`src/rtl/avionics_pkg.sv`:
```
// Shared avionics constants: system clock and frame rate, sequencer state encoding.
package avionics_pkg;

  localparam int SYS_CLK_HZ         = 1_000_000;
  localparam int FRAME_RATE_HZ      = 10;
  localparam int DEF_FRAME_CYCLES   = SYS_CLK_HZ / FRAME_RATE_HZ;
  localparam int DEF_NUM_SLOTS      = 4;
  localparam int DEF_TIMEOUT_CYCLES = 20000;
  localparam int DEF_CNT_W          = 17;

  typedef logic [1:0] seq_state_t;

  localparam seq_state_t ST_IDLE  = 2'd0;
  localparam seq_state_t ST_SCAN  = 2'd1;
  localparam seq_state_t ST_ISSUE = 2'd2;
  localparam seq_state_t ST_WAIT  = 2'd3;

endpackage

```
`src/rtl/frame_tick_gen.sv`:
```
// Frame timebase: counts 1..FRAME_CYCLES and emits a registered one-cycle tick
// as the count wraps. Disabling holds the count at 1 so re-enable gives a full period.
module frame_tick_gen
  import avionics_pkg::*;
#(
  parameter int FRAME_CYCLES = DEF_FRAME_CYCLES,
  parameter int CNT_W        = DEF_CNT_W
) (
  input  logic clk,
  input  logic rst_b,
  input  logic enable,
  output logic tick
);

  localparam logic [CNT_W-1:0] CNT_FIRST = CNT_W'(1);
  localparam logic [CNT_W-1:0] CNT_LAST  = CNT_W'(FRAME_CYCLES);

  logic [CNT_W-1:0] count;

  always_ff @(posedge clk or negedge rst_b) begin
    if (!rst_b) begin
      count <= CNT_FIRST;
      tick  <= 1'b0;
    end else if (!enable) begin
      count <= CNT_FIRST;
      tick  <= 1'b0;
    end else if (count == CNT_LAST) begin
      count <= CNT_FIRST;
      tick  <= 1'b1;
    end else begin
      count <= count + CNT_FIRST;
      tick  <= 1'b0;
    end
  end

endmodule

```
`src/rtl/frame_sequencer.sv`:
```
// Per-frame sampling scheduler: on each frame tick, starts each enabled requester
// in fixed priority order and waits for its done or a timeout before moving on.
//
// state | meaning
// IDLE  | waiting for a frame tick
// SCAN  | looking for the next enabled slot (one cycle per slot)
// ISSUE | start pulse to the current slot, timer cleared
// WAIT  | waiting for done from the current slot or timeout
module frame_sequencer
  import avionics_pkg::*;
#(
  parameter int FRAME_CYCLES   = DEF_FRAME_CYCLES,
  parameter int NUM_SLOTS      = DEF_NUM_SLOTS,
  parameter int TIMEOUT_CYCLES = DEF_TIMEOUT_CYCLES,
  parameter int CNT_W          = DEF_CNT_W
) (
  input  logic                 CLK_1MHZ_IN,
  input  logic                 RESET,
  input  logic                 ENABLE,
  input  logic [NUM_SLOTS-1:0] SLOT_MASK,
  input  logic [NUM_SLOTS-1:0] SLOT_DONE,
  output logic [NUM_SLOTS-1:0] SLOT_START,
  output logic                 FRAME_TICK,
  output logic                 BUSY,
  output logic [NUM_SLOTS-1:0] TIMEOUT_FLAGS,
  output logic                 OVERRUN,
  output logic [15:0]          FRAME_COUNT
);

  localparam int IDX_W = $clog2(NUM_SLOTS + 1);
  localparam int TMR_W = $clog2(TIMEOUT_CYCLES + 1);

  localparam logic [IDX_W-1:0] IDX_END  = IDX_W'(NUM_SLOTS);
  localparam logic [IDX_W-1:0] IDX_ONE  = IDX_W'(1);
  localparam logic [TMR_W-1:0] TMR_LAST = TMR_W'(TIMEOUT_CYCLES - 1);
  localparam logic [TMR_W-1:0] TMR_ONE  = TMR_W'(1);

  seq_state_t           state;
  logic [IDX_W-1:0]     idx;
  logic [TMR_W-1:0]     timer;
  logic [NUM_SLOTS-1:0] mask_q;
  logic [NUM_SLOTS-1:0] start_q;
  logic [NUM_SLOTS-1:0] flags_q;
  logic [NUM_SLOTS-1:0] idx_onehot;
  logic [15:0]          frame_count_q;
  logic                 busy_q;
  logic                 overrun_q;
  logic                 frame_tick;
  logic                 mask_hit;
  logic                 done_hit;

  frame_tick_gen #(
    .FRAME_CYCLES (FRAME_CYCLES),
    .CNT_W        (CNT_W)
  ) u_tick_gen (
    .clk    (CLK_1MHZ_IN),
    .rst_b  (RESET),
    .enable (ENABLE),
    .tick   (frame_tick)
  );

  // Current-slot selects; idx == NUM_SLOTS matches nothing, so SCAN exits cleanly.
  always_comb begin
    mask_hit   = 1'b0;
    done_hit   = 1'b0;
    idx_onehot = '0;
    for (int i = 0; i < NUM_SLOTS; i++) begin
      if (idx == IDX_W'(i)) begin
        mask_hit      = mask_q[i];
        done_hit      = SLOT_DONE[i];
        idx_onehot[i] = 1'b1;
      end
    end
  end

  always_ff @(posedge CLK_1MHZ_IN or negedge RESET) begin
    if (!RESET) begin
      state         <= ST_IDLE;
      idx           <= '0;
      timer         <= '0;
      mask_q        <= '0;
      start_q       <= '0;
      flags_q       <= '0;
      frame_count_q <= '0;
      busy_q        <= 1'b0;
      overrun_q     <= 1'b0;
    end else begin
      start_q <= '0;

      if (frame_tick) begin
        frame_count_q <= frame_count_q + 16'd1;
        if (state != ST_IDLE) overrun_q <= 1'b1;
      end

      if (!ENABLE) begin
        state  <= ST_IDLE;
        busy_q <= 1'b0;
      end else begin
        case (state)
          ST_IDLE: begin
            if (frame_tick) begin
              mask_q  <= SLOT_MASK;
              flags_q <= '0;
              idx     <= '0;
              state   <= ST_SCAN;
              busy_q  <= 1'b1;
            end
          end
          ST_SCAN: begin
            if (idx == IDX_END) begin
              state  <= ST_IDLE;
              busy_q <= 1'b0;
            end else if (mask_hit) begin
              // Registered here so the pulse lines up exactly with the ISSUE cycle.
              start_q <= idx_onehot;
              state   <= ST_ISSUE;
            end else begin
              idx <= idx + IDX_ONE;
            end
          end
          ST_ISSUE: begin
            timer <= '0;
            state <= ST_WAIT;
          end
          ST_WAIT: begin
            if (done_hit) begin
              idx   <= idx + IDX_ONE;
              state <= ST_SCAN;
            end else if (timer == TMR_LAST) begin
              flags_q <= flags_q | idx_onehot;
              idx     <= idx + IDX_ONE;
              state   <= ST_SCAN;
            end else begin
              timer <= timer + TMR_ONE;
            end
          end
          default: begin
            state  <= ST_IDLE;
            busy_q <= 1'b0;
          end
        endcase
      end
    end
  end

  assign SLOT_START    = start_q;
  assign FRAME_TICK    = frame_tick;
  assign BUSY          = busy_q;
  assign TIMEOUT_FLAGS = flags_q;
  assign OVERRUN       = overrun_q;
  assign FRAME_COUNT   = frame_count_q;

endmodule

```
`config.mk`:
```
export PLATFORM = sky130hd
export DESIGN_NAME = frame_sequencer
export DESIGN_NICKNAME = d
export VERILOG_FILES = /design/src/rtl/avionics_pkg.sv /design/src/rtl/frame_tick_gen.sv /design/src/rtl/frame_sequencer.sv
export SDC_FILE = /design/constraint.sdc
export NUM_CORES = 1
export LEC_CHECK = 0
export ABC_AREA = 1
export CAP_MARGIN = 10
export CORE_ASPECT_RATIO = 0.8
export CORE_MARGIN = 3
export CORE_UTILIZATION = 25
export CTS_BUF_LIST = sky130_fd_sc_hd__clkbuf_8
export CTS_CLUSTER_DIAMETER = 150
export CTS_CLUSTER_SIZE = 24
export DETAILED_ROUTE_END_ITERATION = 6
export GPL_TIMING_DRIVEN = 0
export PLACE_DENSITY_LB_ADDON = 0.25
export SYNTH_ARGS = -nofsm -noshare
export SYNTH_HDL_FRONTEND = slang
export SYNTH_SLANG_ARGS = --single-unit
```
`constraint.sdc`:
```
create_clock -name CLK_1MHZ_IN -period 1.6 [get_ports CLK_1MHZ_IN]
set_input_delay 0.32 -clock CLK_1MHZ_IN [delete_from_list [all_inputs] [get_ports CLK_1MHZ_IN]]
set_output_delay 0.32 -clock CLK_1MHZ_IN [all_outputs]
set_load 0.005 [all_outputs]
```
==> results of run 1 <==
cell usage after synthesis (3+ instances only):
library cell / count
nor2_1: 76
a21oi_1: 8
xnor2_1: 8
ha_1: 14
nand2_4: 3
inv_2: 3
xor2_1: 18
nand4_1: 18
dfrtp_1: 67
inv_1: 61
buf_2: 3
nor4_1: 4
nor2_2: 3
o21ai_0: 6
mux2_2: 4
nand2_1: 119
nand3_1: 50
nor3b_1: 3
nor3_1: 14
through the flow:
stage	power, mW	utilization, %	setup WS [ps]
detailed placement	2.99	30.4	-428
global route	5.53	37.8	-317
floorplan	2.64	-	-1.41
global placement	2.97	30.2	-2300
CTS	4.87	34.7	-120
finish	5.19	37.8	-191
power by group through the flow:
stage                     Clock [mW]  Combinational, mW  Sequential (mW)
after global placement             0               1.05             1.93
after floorplan                    0              0.742             1.90
after global routing            1.77               1.84             1.93
final                           1.63               1.64             1.91
after detailed placement           0               1.06             1.93
after CTS                       1.69               1.29             1.90
layout make-up:
class                   instances  area share [%]
clock inverters                 6            1.53
flip-flops and latches         68            29.8
inverters                      64            4.37
plain buffers                   8            1.29
multi-input cells             363            40.4
repair buffers                 97            15.5
clock buffers                  10            2.40
well taps                     210            4.59
flip-flops by register name, summed over array words and instances (netlist names), 2 cells and up:
| signal | count |
|---|---|
| SLOT_START | 4 |
| FRAME_COUNT | 16 |
| state | 2 |
| timer | 15 |
| TIMEOUT_FLAGS | 4 |
| u_tick_gen.count | 17 |
| idx | 3 |
| mask_q | 4 |
kinds of logic after synthesis:
group           after synthesis
flops                        68
fa+ha+maj                    14
compound gates               23
buf+inv                      72
mux                           4
simple gates                296
xor+xnor                     26
worst register-to-register path, stage by stage (launching register included):
cell and delay [ps]:
dfrtp_2 460, inv_4 70, ha_4 170, inv_4 60, nor2_4 40, nand2_2 60
nand3_2 70, nand2_2 70, nand2_2 60, a21oi_4 230, nand2_4 120, clkbuf_16 180
nand2_1 50, nand2_1 50
worst min-delay path by stage:
stage / startpoint / endpoint / slack, ps
after floorplan: RESET / BUSY / 20
after global placement: u_tick_gen.count[0] / u_tick_gen.count[0] / 460
after detailed placement: RESET / timer[9] / 370
after CTS: FRAME_COUNT[15] / FRAME_COUNT[15] / 480
after global routing: FRAME_COUNT[15] / FRAME_COUNT[15] / 480
final: FRAME_COUNT[15] / FRAME_COUNT[15] / 480
layer usage:
| layer | vias up | global-route usage [%] |
|---|---|---|
| met4 | 0 | 3.00 |
| met2 | 73 | 18.2 |
| met3 | 11 | 2.96 |
| met1 | 1743 | 17.9 |
| met5 | - | 0 |
| li1 | 1829 | - |
repair_timing:
item	in CTS	in global routing
cloned	1	1
buffers inserted	36	21
endpoints found under the setup margin	52	60
resized for setup	47	85
endpoints found under the hold margin	67	0
hold buffers	1	0
pin swaps	18	25
==> flow_summary.json, run 1 <==
{
  "outcome": "complete, but fails checks",
  "violations": "setup timing",
  "ys_ff_latch": 68,
  "antenna_found_initial": 0,
  "cp-endpoint": "timer[5]",
  "setup_viol": 23,
  "pwr-share-comb_pct": 31.7,
  "ir_drop_mv": 0.425,
  "antenna-diode-count": 0,
  "dp_hpwl_mm": 6.74,
  "drt_iter0_markers": 285,
  "power.density_mw_per_mm2": 906,
  "synth-xor-area-share_pct": 5.81,
  "critPathLaunch": "idx[1]",
  "drv_cap": 0,
  "fillers": 1558,
  "slowest_delay_ps": 460,
  "antenna_left": 0,
  "cts_tree": "built",
  "seqCellArea_mm2": 0.00171,
  "design_area_mm2": 0.00573,
  "placement_rows": 40,
  "async_flop_share_pct": 100,
  "cp-start-kind": "flip-flop",
  "synth_fa_ha_area_share_pct": 4.47,
  "synth-simple-area-share_pct": 33.6,
  "root_buffer": "clkbuf_8",
  "via_per_inst": 4.43,
  "synth.area.mux_share_pct": 1.15,
  "place_inst": 751,
  "synth_warnings": 0,
  "reg2reg_to": "timer[5]",
  "ys.flop_type": "dfrtp_1",
  "ios": 38,
  "multi_input_area_mm2": 0.00232,
  "drive_gt1_share_pct": 31.0,
  "ff2ff_path_depth": 13,
  "path_max_fanout": 5,
  "routedWlPerCell_um": 13.0,
  "synth_top_family_by_area": "simple AND/OR/NAND/NOR gates",
  "drc": 0,
  "endpoint_kind": "flip-flop",
  "synth-edff-count": 0,
  "stdcell_count": 826,
  "fin_nets": 636,
  "cp.depth": 13,
  "numCtsBuffers": 9,
  "final.setup.tns_ps": -3110,
  "cts_sinks": 68,
  "h-tree-depth": 3,
  "wl_met1_mm": 5.48,
  "mostFrequentLayoutCell": "nand2_1",
  "coreArea_mm2": 0.0152,
  "switchingPower_mw": 1.75,
  "die_w_um": 146,
  "vias": 3656,
  "yosys.area.top_type": "dfrtp_1",
  "dieHeight_um": 118,
  "wl_met2_mm": 4.79,
  "overflow": 0,
  "dpl-instance-area_mm2": 0.00460,
  "hold_class": "flip-flop to flip-flop",
  "clock_path_buffers": 2,
  "required_ps": 1840,
  "avgSynthCellArea_um2": 7.80,
  "tightest_slew_ps": 404,
  "start_util_pct": 25.9,
  "cp_top_family": "simple AND/OR/NAND/NOR gates",
  "critPathKind": "flip-flop to flip-flop",
  "dr_wl_met3_um": 373,
  "rrSetupSlack_ps": -190,
  "whs_ps": 479,
  "grt_max_degree": 69,
  "crit_path_frequent_cell": "nand2_2",
  "clk_pin_slew_ps": 80,
  "totalWireLength_mm": 10.8,
  "holdPathStages": 1,
  "synth_compound_area_share_pct": 3.96,
  "synth_area_mm2": 0.00392,
  "synth.area.top_cells": "dfrtp_1, nand2_1, nor2_1, nand3_1, inv_1",
  "netlist_instances": 503,
  "clk_latency_ps": 360,
  "grtUsageTotal_pct": 12.3,
  "timing.final.hold_violations": 0,
  "fin_crit_sh_pct": 112,
  "cp_num_buf_inv": 3,
  "top_layer_used": "met4",
  "synth-seq-area-share_pct": 43.4,
  "seqPwrFrac_pct": 36.9,
  "grt_pass1_vias": 3462,
  "port_buffers": 37,
  "relSlewSlack_pct": 73.0,
  "regToRegStartpoint": "idx[1]",
  "cp_data_arrival_time_ps": 2030,
  "finalMaxSlewViolations": 0,
  "swShare_pct": 33.7,
  "area_delta_synth_final_pct": 46.1,
  "dieArea_mm2": 0.0172,
  "clkPwrFrac_pct": 31.4,
  "worst_slack_ps": -191,
  "critPathSlowestCell": "dfrtp_2",
  "fmax_ghz": 0.558,
  "fin_skew_ps": 12.6,
  "synth_nets": 528,
  "ys_types": 36,
  "rsz0062_at_grt": "yes",
  "layout_common_cells": "nand2_1, nor2_1, dfrtp_1",
  "p_int_mw": 3.44,
  "leakagePower_nw": 2.71,
  "place_congestion": 0.841,
  "grt_pass1_wl_mm": 17.5,
  "synth_top_cell_area_share_pct": 42.8,
  "first_pass_iters": 5,
  "period_needed_ps": 1790,
  "path_cells": "inv_4 > ha_4 > inv_4 > nor2_4 > nand2_2 > nand3_2 > nand2_2 > nand2_2 > a21oi_4 > nand2_4 > clkbuf_16 > nand2_1 > nand2_1"
}
Note: power is estimated with default switching activity, not from simulation.
==> run 2, diff against run 1 <==
--- a/config.mk
+++ b/config.mk
@@ -14,7 +14,7 @@
 export CTS_CLUSTER_DIAMETER = 150
 export CTS_CLUSTER_SIZE = 24
 export DETAILED_ROUTE_END_ITERATION = 6
-export GPL_TIMING_DRIVEN = 0
+export GPL_TIMING_DRIVEN = 1
 export PLACE_DENSITY_LB_ADDON = 0.25
 export SYNTH_ARGS = -nofsm -noshare
 export SYNTH_HDL_FRONTEND = slang
==> run 2 against run 1 <==
  * The flow still finishes with violations (setup timing)
  * Worst hold slack better by 15 ps
  * Combinational power up 20%
  * Global-route usage grew 0.46 points
  * First-iteration DRC count shrank 4.2%
  * Clock skew is essentially flat
  * Sequential share of layout area down 1.8 points
  * Utilization grew 2.5 points
  * Highest routed layer unchanged
  * Clock power shrank 9.8%
  * Sequential power hardly changed
==> flow_summary.json, run 2 (synthesis gave the netlist of run 1 again) <==
{
  "whs_ps": 494,
  "stdcell_count": 856,
  "clock_path_buffers": 2,
  "dpl-instance-area_mm2": 0.00492,
  "path_max_fanout": 5,
  "drv_cap": 0,
  "via_per_inst": 4.40,
  "antenna_found_initial": 0,
  "grtUsageTotal_pct": 12.7,
  "cts_sinks": 68,
  "largest_reg_flops": 17,
  "min_from": "OVERRUN",
  "clk_pin_slew_ps": 80,
  "h-tree-depth": 3,
  "design_area_mm2": 0.00610,
  "cp-start-kind": "flip-flop",
  "setup_viol": 37,
  "outcome": "complete, but fails checks",
  "regToRegStartpoint": "idx[0]",
  "total_power_mw": 5.34,
  "final_core_util_pct": 40.2,
  "ff2ff_path_depth": 12,
  "grt_pass1_vias": 3680,
  "relSlewSlack_pct": 72.2,
  "regMostFlops": "u_tick_gen.count",
  "overflow": 0,
  "holdPathStages": 1,
  "endpoint_kind": "flip-flop",
  "critPathSlowestCell": "dfrtp_2",
  "drc": 0,
  "start_util_pct": 25.9,
  "fin_skew_ps": 13.0,
  "tightest_slew_ps": 415,
  "numCtsBuffers": 9,
  "routedWlPerCell_um": 13.0,
  "ir_drop_mv": 0.438,
  "worst_slack_ps": -180,
  "cts_tree": "built",
  "antenna_left": 0,
  "root_buffer": "clkbuf_8",
  "drive_gt1_share_pct": 38.2,
  "hold_class": "flip-flop to flip-flop",
  "required_ps": 1890,
  "final.setup.tns_ps": -3700,
  "placement_rows": 40,
  "critPathKind": "flip-flop to flip-flop",
  "cp_data_arrival_time_ps": 2070,
  "hold_end": "OVERRUN",
  "post-place-ws_ps": -231,
  "crit_path_frequent_cell": "nand2_2",
  "clk_latency_ps": 350,
  "grt_pass1_wl_mm": 18.0,
  "path_cells": "ha_4 > ha_4 > inv_2 > nand2_2 > inv_2 > nand2_2 > nand2_2 > a21oi_4 > buf_6 > buf_8 > nand3_1 > nand2_2",
  "die_w_um": 146,
  "antenna-diode-count": 0,
  "area_delta_synth_final_pct": 55.6,
  "period_needed_ps": 1780,
  "rrSetupSlack_ps": -180,
  "fin_crit_sh_pct": 111,
  "power.density_mw_per_mm2": 876,
  "coreArea_mm2": 0.0152,
  "violations": "setup timing",
  "drt_iter0_markers": 273,
  "rsz0062_at_grt": "yes",
  "totalWireLength_mm": 11.1,
  "dieHeight_um": 118,
  "layout_common_cells": "nand2_1, buf_4, dfrtp_1",
  "place_congestion": 0.858,
  "fillers": 1512,
  "fin_nets": 666,
  "place_inst": 794,
  "timing.final.hold_violations": 0,
  "slowest_delay_ps": 470,
  "mostFrequentLayoutCell": "nand2_1",
  "dieArea_mm2": 0.0172,
  "grt_max_degree": 69,
  "ios": 38,
  "vias": 3769,
  "dp_hpwl_mm": 7.09,
  "reg2reg_to": "timer[9]",
  "port_buffers": 37,
  "first_pass_iters": 4,
  "finalMaxSlewViolations": 0,
  "fmax_ghz": 0.562,
  "leakagePower_nw": 2.81
}
[run 2: cell count changes in the layout (fill, tap and decap cells not counted), moves of 4 or more]
cell / before / now
buf_4: 55 / 78
nand3_1: 40 / 24
nand3_2: 9 / 23
buf_6: 7 / 15
nor2_2: 6 / 11
dlymetal6s2s_1: 9 / 5
nand2_1: 90 / 86
[run 2: metal layers]
metal | GRT usage (%) | share of wire, %
met5 | 0 | 0
met3 | 2.96 | 2.7
met1 | 17.9 | 50
met2 | 19.5 | 46
met4 | 3.58 | 1.1
[run 2: critical path: cells and delay by family, from the launching register on]
family,cells,cell delay [ps]
fa+ha+maj,2,320
buf+inv,4,390
flops,1,470
simple gates,5,340
compound gates,1,210
[run 2: area by class of cell]
class                           count  area (um^2)  share of cell area [%]
Clock buffer                       10          138                    2.26
Clock inverter                      6         63.8                    1.05
Inverter                           64          253                    4.14
Multi-Input combinational cell    364         2480                    40.6
Sequential cell                    68         1710                    28.0
Tap cell                          210          263                    4.31
Timing Repair Buffer              134         1200                    19.6
[run 2: worst max-delay path by stage]
stage,from,endpoint,slack (ps)
4_1_cts,idx[0],timer[11],-110
2_1_floorplan,idx[0],TIMEOUT_FLAGS[0],-1
5_1_grt,u_tick_gen.count[0],u_tick_gen.count[11],-260
3_5_place_dp,SLOT_DONE[2],TIMEOUT_FLAGS[3],-230
3_3_place_gp,SLOT_DONE[0],TIMEOUT_FLAGS[3],-200
6_report,idx[0],timer[9],-180
[run 2: power by group]
part           switching (mW)  internal (mW)
clock network           0.715          0.759
registers               0.105           1.80
logic                    1.07          0.897
total                    1.89           3.46
[run 2: what timing repair did]
item | CTS | global route
cloned | 1 | 1
pin swaps | 29 | 55
endpoints found under the hold margin | 5 | 0
setup buffers | 20 | 23
endpoints found under the setup margin | 51 | 61
hold buffers | 1 | 0
gates resized for setup | 59 | 109
==> run 3, diff against run 2 <==
--- a/config.mk
+++ b/config.mk
@@ -11,7 +11,7 @@
 export CORE_MARGIN = 3
 export CORE_UTILIZATION = 25
 export CTS_BUF_LIST = sky130_fd_sc_hd__clkbuf_8
-export CTS_CLUSTER_DIAMETER = 150
+export CTS_CLUSTER_DIAMETER = 200
 export CTS_CLUSTER_SIZE = 24
 export DETAILED_ROUTE_END_ITERATION = 6
 export GPL_TIMING_DRIVEN = 1
==> results of run 3 <==
Same layout as run 2: the final DEF is identical, and so are final timing and power.
